<file path="config.mk">
export PLATFORM = sky130hd
export DESIGN_NAME = cpu_datapath
export DESIGN_NICKNAME = d
export VERILOG_FILES = /design/src/rtl/typedefs.sv /design/src/rtl/alu.sv /design/src/rtl/cpu_datapath.sv
export SDC_FILE = /design/constraint.sdc
export NUM_CORES = 1
export LEC_CHECK = 0
export ABC_AREA = 1
export CAP_MARGIN = 0
export CORE_MARGIN = 3
export CORE_UTILIZATION = 30
export DETAILED_ROUTE_END_ITERATION = 10
export GPL_TIMING_DRIVEN = 0
export PLACE_DENSITY = 0.53
export SLEW_MARGIN = 0
export SYNTH_ARGS = -nofsm -noshare
export SYNTH_HDL_FRONTEND = slang
export SYNTH_SLANG_ARGS = --single-unit
</file>
<file path="constraint.sdc">
create_clock -name clk -period 2 [get_ports clk]
set_input_delay 0.3 -clock clk [delete_from_list [all_inputs] [get_ports clk]]
set_output_delay 0.3 -clock clk [all_outputs]
set_load 0.02 [all_outputs]
</file>
<file path="src/rtl/typedefs.sv">
// Shared VeriRISC types and widths for the control/datapath pair.
package typedefs;

    localparam int AW      = 5;
    localparam int DW      = 8;
    localparam int OPC_MSB = DW - 1;
    localparam int OPC_LSB = DW - 3;

    typedef enum logic [2:0] {
        HLT, SKZ, ADD, AND, XOR, LDA, STO, JMP
    } opcode_t;

    typedef enum logic [2:0] {
        INST_ADDR, INST_FETCH, INST_LOAD, IDLE,
        OP_ADDR, OP_FETCH, ALU_OP, STORE
    } state_t;

endpackage

</file>
<file path="src/rtl/alu.sv">
// Combinational VeriRISC ALU: accumulator operand a, memory operand b.
module alu
    import typedefs::*;
#(
    parameter int DW = typedefs::DW
) (
    input  opcode_t         opcode,
    input  logic [DW-1:0]   a,
    input  logic [DW-1:0]   b,
    output logic [DW-1:0]   y
);

    always_comb begin
        y = a;
        case (opcode)
            ADD:     y = a + b;
            AND:     y = a & b;
            XOR:     y = a ^ b;
            LDA:     y = b;
            default: y = a;
        endcase
    end

endmodule

</file>
<file path="src/rtl/cpu_datapath.sv">
// VeriRISC datapath: PC, IR, AC and memory addressing. Repeated strobes from
// control are filtered so each instruction has exactly one architectural effect.
module cpu_datapath
    import typedefs::*;
#(
    parameter int AW = typedefs::AW,
    parameter int DW = typedefs::DW
) (
    input  logic            clk,
    input  logic            rst,
    input  logic            load_ac,
    input  logic            inc_pc,
    input  logic            load_pc,
    input  logic            load_ir,
    input  logic            halt,
    input  logic [DW-1:0]   mem_rdata,
    output opcode_t         opcode,
    output logic            zero,
    output logic [AW-1:0]   ir_addr,
    output logic [AW-1:0]   pc,
    output logic [DW-1:0]   ac,
    output logic [AW-1:0]   mem_addr,
    output logic [DW-1:0]   mem_wdata,
    output logic            halted
);

    logic [DW-1:0] ir;
    logic [DW-1:0] alu_out;
    state_t        phase;
    logic          ac_done;
    logic [1:0]    inc_cnt;
    logic          fetch;

    assign opcode    = opcode_t'(ir[DW-1 -: 3]);
    assign ir_addr   = ir[AW-1:0];
    assign zero      = (ac == '0);
    assign fetch     = (phase < OP_ADDR);
    assign mem_addr  = fetch ? pc : ir_addr;
    assign mem_wdata = ac;

    alu #(.DW(DW)) u_alu (
        .opcode (opcode),
        .a      (ac),
        .b      (mem_rdata),
        .y      (alu_out)
    );

    always_ff @(posedge clk) begin
        if (rst) begin
            phase   <= INST_ADDR;
            pc      <= '0;
            ir      <= '0;
            ac      <= '0;
            halted  <= 1'b0;
            ac_done <= 1'b0;
            inc_cnt <= 2'd0;
        end else begin
            phase <= state_t'(phase + 3'd1);
            if (halt) begin
                halted <= 1'b1;
            end
            if (!halted) begin
                // A simultaneous IR load starts a fresh instruction, so AC is not blocked.
                if (load_ac && (!ac_done || load_ir)) begin
                    ac      <= alu_out;
                    ac_done <= 1'b1;
                end
                if (!halt) begin
                    if (load_pc) begin
                        pc <= ir_addr;
                    end else if (inc_pc && (inc_cnt < 2'd2)) begin
                        pc      <= pc + AW'(1);
                        inc_cnt <= inc_cnt + 2'd1;
                    end
                end
                // Placed last so a new instruction always clears the per-instruction flags.
                if (load_ir) begin
                    ir      <= mem_rdata;
                    ac_done <= 1'b0;
                    inc_cnt <= 2'd0;
                end
            end
        end
    end

endmodule

</file>
==> flow_summary.json, run 1 <==
{
  "dpl_worst_slack_ns": -0.184,
  "ys_seq_area_share_pct": 29.8,
  "fin_ws_ns": 0.144,
  "ys_warn_count": 0,
  "finalPower_uw": 1530,
  "worstHoldPathCells": 3,
  "first_pass_iters": 4,
  "synth_edf_count": 0,
  "die_h_um": 85.2,
  "fin_crit_sh_pct": 92.8,
  "gp_congestion": 0.869,
  "antenna_found_initial": 0,
  "clock_latency_ns": 0.27,
  "path_class": "reg -> out",
  "path_cells": "buf_2 > o21ai_0 > clkdlybuf4s50_1",
  "clock_skew_ns": 0.00137,
  "synth_nets": 305,
  "cts_sinks": 28,
  "wl_mm": 5.10,
  "track_usage_pct": 14.6,
  "drive_gt1_share_pct": 13.6,
  "relSlewSlack_pct": 66.3,
  "syn_area_sq_um": 1880,
  "cp-end-kind": "output port",
  "setup_viol": 0,
  "synthFlopType": "dfxtp_1",
  "power_density_nw_per_um2": 606,
  "drv_slew": 0,
  "row_count": 28,
  "muxShareOfSynthArea_pct": 0.598,
  "syn_to_final_growth_pct": 34.4,
  "power.leakage_uw": 0.00114,
  "cts_setup_buffers": 0,
  "antenna_left": 0,
  "reg2reg_from": "ac[0]",
  "overflow": 0,
  "start_kind": "flop",
  "synth_fa_ha_area_share_pct": 7.71,
  "rsz0062_at_grt": "false",
  "routedWlPerCell_um": 12.5,
  "worstPathRequired_ns": 1.70,
  "vias": 1889,
  "core_sq_um": 5990,
  "critPathMaxFanout": 10,
  "hold_viol": 0,
  "synth_compound_area_share_pct": 19.3,
  "avgSynthCellArea_sq_um": 6.75,
  "worstMarginPinSlew_ns": 0.506,
  "async_flop_share_pct": 0,
  "cts-root-buf": "clkbuf_8",
  "cts_buffer_depth": 2,
  "synthCells": 279,
  "n_antenna_cell": 0,
  "min_to": "pc[0]",
  "htree_levels": 1,
  "cp_slowest_stage_delay_ns": 0.63,
  "hpwl_mm": 4.09,
  "num_io_pins": 51,
  "die_x_um": 85.2,
  "die_area_sq_um": 7260,
  "synthDistinctLibCells": 35,
  "slowest_stage": "clkdlybuf4s50_1",
  "clock.fmax_ghz": 0.539,
  "grt_pass1_wl_mm": 8.63,
  "cts_tree": "yes",
  "fin_tns_setup_ns": 0,
  "remaining_drc_errors": 0,
  "routed_via_density": 4.64,
  "grt_pass1_vias": 1750,
  "synth_top_family_by_area": "simple AND/OR/NAND/NOR gates",
  "synth-simple-area-share_pct": 28.0,
  "nets": 359,
  "fin_crit_ns": 1.86,
  "crit_arrival_ns": 1.56,
  "synthXorXnorAreaFrac_pct": 0.930,
  "ir_drop_v": 0.000268,
  "dp.cells": 403,
  "clk_pin_slew_ns": 0.10,
  "hp-start": "load_pc",
  "cts-buffers-inserted": 3,
  "r2r_slack_ns": 0.26,
  "drv_cap": 0,
  "min_path_type": "in -> reg",
  "initial_core_util_pct": 31.4,
  "drt_iter0_drc": 110,
  "io_buffers": 49,
  "ys_ff_latch": 28,
  "grt_max_degree": 16,
  "r2r.worst_path.cells": 13,
  "run_status": "finished, final reports clean",
  "r2r_end": "ac[4]",
  "fill_cells": 644,
  "instances_no_fill": 407,
  "hold_slack_ns": 0.369
}
==> cell usage in the layout (no fill, tap or decap), types with 2 or more instances in the layout <==
master	Yosys	final
nand2_1	57	56
clkdlybuf4s50_1	0	47
inv_1	33	33
dfxtp_1	28	28
nor2_1	27	27
a21oi_1	21	21
nand3_1	18	18
o21ai_1	16	16
inv_2	9	9
ha_1	10	9
o21ai_0	8	8
buf_4	8	8
a21oi_2	5	5
nand2_2	3	4
o22ai_1	4	4
clkbuf_8	0	4
buf_2	3	3
clkinv_1	3	3
o211ai_1	3	3
clkbuf_1	2	2
a31oi_1	2	2
nand3b_1	2	2
nand3_2	2	2
o21ai_2	2	2
==> critical path: cells and delay by family (launching register included) <==
kind / cells / cell delay [ns]
buffers and inverters: 2 / 0.80
AO/OA/AOI/OAI: 1 / 0.18
flip-flops: 1 / 0.30
==> area by class of cell <==
cell class / instances / area (sq um) / area share [%]
plain buffers: 13 / 82.6 / 3.26
clock buffers: 4 / 55.1 / 2.17
inverters: 46 / 175 / 6.92
multi-input cells: 192 / 1070 / 42.4
flip-flops and latches: 28 / 561 / 22.1
well taps: 75 / 93.8 / 3.71
repair buffers: 49 / 492 / 19.4
==> repair_timing <==
| action | in CTS | in global routing |
|---|---|---|
| hold buffers | 0 | 0 |
| gates resized for setup | 1 | 4 |
| pin swaps | 0 | 0 |
| endpoints found under the setup margin | 1 | 3 |
| endpoints found under the hold margin | 0 | 0 |
==> power by group <==
group | total, uW | switching, uW | internal (uW)
sequential | 645 | 45.8 | 599
clock | 357 | 181 | 176
combinational | 532 | 299 | 233
==> layer usage <==
layer,routed length (um),GRT usage [%]
met1,2640,21.6
met2,2260,22.2
met5,0,0
met3,161,2.82
met4,37,2.45
==> cell usage after synthesis (2+ instances only) <==
| cell | n | area, sq um |
|---|---|---|
| o21ai_1 | 16 | 80.1 |
| a21oi_1 | 21 | 105 |
| clkinv_1 | 3 | 11.3 |
| nand2_2 | 3 | 18.8 |
| o21ai_2 | 2 | 17.5 |
| a21oi_2 | 5 | 43.8 |
| buf_4 | 8 | 60.1 |
| dfxtp_1 | 28 | 561 |
| nand2_1 | 57 | 214 |
| nand3b_1 | 2 | 15.0 |
| inv_1 | 33 | 124 |
| o211ai_1 | 3 | 22.5 |
| inv_2 | 9 | 33.8 |
| nand3_2 | 2 | 20.0 |
| nor2_1 | 27 | 101 |
| buf_2 | 3 | 15.0 |
| a31oi_1 | 2 | 12.5 |
| ha_1 | 10 | 125 |
| o21ai_0 | 8 | 40.0 |
| o22ai_1 | 4 | 25.0 |
| nand3_1 | 18 | 90.1 |
| clkbuf_1 | 2 | 7.51 |
==> worst max-delay path by stage <==
stage	startpoint	end	slack (ns)	cells after the start
after floorplan	ac[0]	ac[4]	0.25	13
after global placement	mem_rdata[0]	ac[4]	-0.20	14
after detailed placement	mem_rdata[0]	ac[4]	-0.18	14
after CTS	phase[2]	mem_addr[1]	0.01	3
after global routing	phase[2]	mem_addr[0]	0.01	4
final	phase[2]	mem_addr[3]	0.14	3
==> per-stage QoR <==
step | area (sq um) | util, %
2_1_floorplan | 1880 | -
3_3_place_gp | 2470 | 41.2
3_5_place_dp | 2470 | 41.2
4_1_cts | 2520 | 42.1
5_1_grt | 2530 | 42.3
6_report | 2530 | 42.3
==> cell families after synthesis <==
family,after synthesis
flops,28
xor+xnor,2
simple gates,115
fa+ha+maj,11
mux,1
compound gates,63
buf+inv,59
==> state kept, by name, indices dropped and copies added (netlist names) <==
register  flops
ac            8
ac_done       1
halted        1
inc_cnt       2
ir            8
pc            5
phase         3
Note: power is estimated with default switching activity, not from simulation.
==> inputs of run 2 (changes only) <==
--- a/config.mk
+++ b/config.mk
@@ -11,7 +11,7 @@
 export CORE_UTILIZATION = 30
 export DETAILED_ROUTE_END_ITERATION = 10
 export GPL_TIMING_DRIVEN = 0
-export PLACE_DENSITY = 0.53
+export PLACE_DENSITY = 0.55
 export SLEW_MARGIN = 0
 export SYNTH_ARGS = -nofsm -noshare
 export SYNTH_HDL_FRONTEND = slang
==> constraint.sdc (replaced) <==
create_clock -name clk -period 1.52 [get_ports clk]
set_input_delay 0.228 -clock clk [delete_from_list [all_inputs] [get_ports clk]]
set_output_delay 0.228 -clock clk [all_outputs]
set_load 0.02 [all_outputs]
==> run 2 against run 1 <==
Against the previous run: the run now ends with setup timing left; combinational power is 36% higher; setup slack worse by 0.22 ns; non-clock buffer count is 7 higher; via count is 1.5% higher; critical path type is now reg -> reg.
==> flow_summary.json, run 2 (synthesized netlist as in run 1, its figures left out) <==
{
  "min_path_type": "in -> reg",
  "hp-start": "load_pc",
  "grt_max_degree": 16,
  "cts_tree": "yes",
  "cts_buffer_depth": 2,
  "start_kind": "flop",
  "n_antenna_cell": 0,
  "cp-end-kind": "flop",
  "power_density_nw_per_um2": 769,
  "hpwl_mm": 3.98,
  "relSlewSlack_pct": 62.8,
  "critPathMaxFanout": 4,
  "cp_slowest_stage_delay_ns": 0.39,
  "p_int_uw": 1320,
  "fin_crit_sh_pct": 105,
  "min_to": "pc[0]",
  "clkPwrFrac_pct": 22.9,
  "fin_tns_setup_ns": -0.241,
  "hold_slack_ns": 0.302,
  "drv_slew": 0,
  "cts-root-buf": "clkbuf_8",
  "routed_via_density": 4.63,
  "dp.cells": 403,
  "routedWlPerCell_um": 12.5,
  "instances_no_fill": 414,
  "run_status": "finished, violations left",
  "switching_share_pct": 35.2,
  "core_sq_um": 5990,
  "clock_skew_ns": 0.00628,
  "die_x_um": 85.2,
  "violations": "setup timing",
  "grt_pass1_vias": 1781,
  "num_io_pins": 51,
  "antenna_left": 0,
  "r2r.worst_path.cells": 11,
  "path_cells": "ha_4 > inv_2 > fa_2 > inv_2 > nand2_2 > buf_4 > buf_6 > nand3_2 > nand3_2 > nand2_1 > inv_1",
  "clk_pin_slew_ns": 0.09,
  "cts-buffers-inserted": 3,
  "fin_crit_ns": 1.59,
  "first_pass_iters": 4,
  "syn_to_final_growth_pct": 41.1,
  "reg2reg_from": "ac[0]",
  "setup_viol": 4,
  "path_class": "reg -> reg",
  "drt_iter0_drc": 113,
  "p_seq_share_pct": 41.8,
  "remaining_drc_errors": 0,
  "r2r_slack_ns": -0.07,
  "track_usage_pct": 14.5,
  "worstHoldPathCells": 3,
  "initial_core_util_pct": 31.4,
  "row_count": 28,
  "final_cell_mix": "53 x nand2_1, 30 x inv_1, 30 x dlygate4sd2_1",
  "power_frac_comb_pct": 35.3,
  "slowest_stage": "dfxtp_4",
  "antenna_found_initial": 0,
  "die_area_sq_um": 7260,
  "drive_gt1_share_pct": 23.6,
  "drv_cap": 0,
  "vias": 1918,
  "grt_pass1_wl_mm": 8.54,
  "r2r_end": "ac[2]",
  "finalPower_uw": 2040,
  "gp_congestion": 0.916,
  "hold_viol": 0,
  "power_switching_uw": 719,
  "io_buffers": 49,
  "clock_latency_ns": 0.27,
  "overflow": 0,
  "clock.fmax_ghz": 0.628,
  "crit_arrival_ns": 1.77,
  "ir_drop_v": 0.000485,
  "fin_ws_ns": -0.0716,
  "power.leakage_uw": 0.00136,
  "wl_mm": 5.16,
  "cts_sinks": 28,
  "nets": 366,
  "worstMarginPinSlew_ns": 0.558,
  "rsz0062_at_grt": "true",
  "htree_levels": 1,
  "worstPathRequired_ns": 1.70,
  "final_common_cell": "nand2_1",
  "reg_top3": "ac (8), ir (8), pc (5)",
  "die_h_um": 85.2
}
## run 2: changes by cell type in the layout (fill, tap and decap cells not counted), moves of 6 or more
cell / delta
buf_4: +7
clkdlybuf4s50_1: -38
dlygate4sd2_1: +29
nand3_1: -6
nand3_2: +6
## run 2: final cells by class
| class | count | area [sq um] |
|---|---|---|
| Clock buffer | 4 | 55.1 |
| Sequential cell | 28 | 568 |
| Tap cell | 75 | 93.8 |
| Timing Repair Buffer | 56 | 492 |
| Multi-Input combinational cell | 192 | 1180 |
| Inverter | 46 | 175 |
| Fill cell | 629 | 3330 |
| Buffer | 13 | 88.8 |
## run 2: through the flow
step / setup WS (ns) / cell area (sq um) / util (%)
2_1_floorplan: -0.00639 / 1900 / -
3_3_place_gp: -0.521 / 2490 / 41.5
3_5_place_dp: -0.514 / 2490 / 41.5
4_1_cts: -0.0444 / 2550 / 42.5
5_1_grt: -0.183 / 2660 / 44.3
6_report: -0.0716 / 2660 / 44.3
## run 2: metal layers
layer / wire length [um] / vias to the layer above / global-route usage, %
li1: - / 1018 / -
met1: 2520 / 855 / 21.1
met2: 2380 / 43 / 22.7
met3: 232 / 2 / 2.52
met4: 30 / 0 / 2.45
met5: 0 / - / 0
## run 2: how the worst max path moves through the flow
stage	startpoint	end	slack [ns]
6_report	ac[0]	ac[2]	-0.07
5_1_grt	ac[0]	ac[4]	-0.18
4_1_cts	ac[0]	ac[6]	-0.04
3_5_place_dp	mem_rdata[0]	ac[4]	-0.51
3_3_place_gp	mem_rdata[0]	ac[4]	-0.52
2_1_floorplan	ac[0]	ac[4]	-0.006
## run 2: worst max-delay path: cells and delay by family (launching register included)
family	cells	cell delay, ns
simple gates	4	0.23
fa+ha+maj	2	0.51
flops	1	0.39
buf+inv	5	0.36
## run 2: power by group through the flow
| stage | combinational, uW | clock [uW] | sequential [uW] |
|---|---|---|---|
| floorplan | 389 | 0 | 907 |
| global placement | 706 | 0 | 868 |
| detailed placement | 709 | 0 | 867 |
| CTS | 672 | 494 | 851 |
| global route | 800 | 525 | 866 |
| finish | 721 | 468 | 854 |
## run 2: timing repair
action | in CTS | in global routing
gates resized for setup | 52 | 34
hold buffers | 0 | 0
setup endpoints to repair | 38 | 14
pin swaps | 5 | 3
setup buffers | 3 | 4
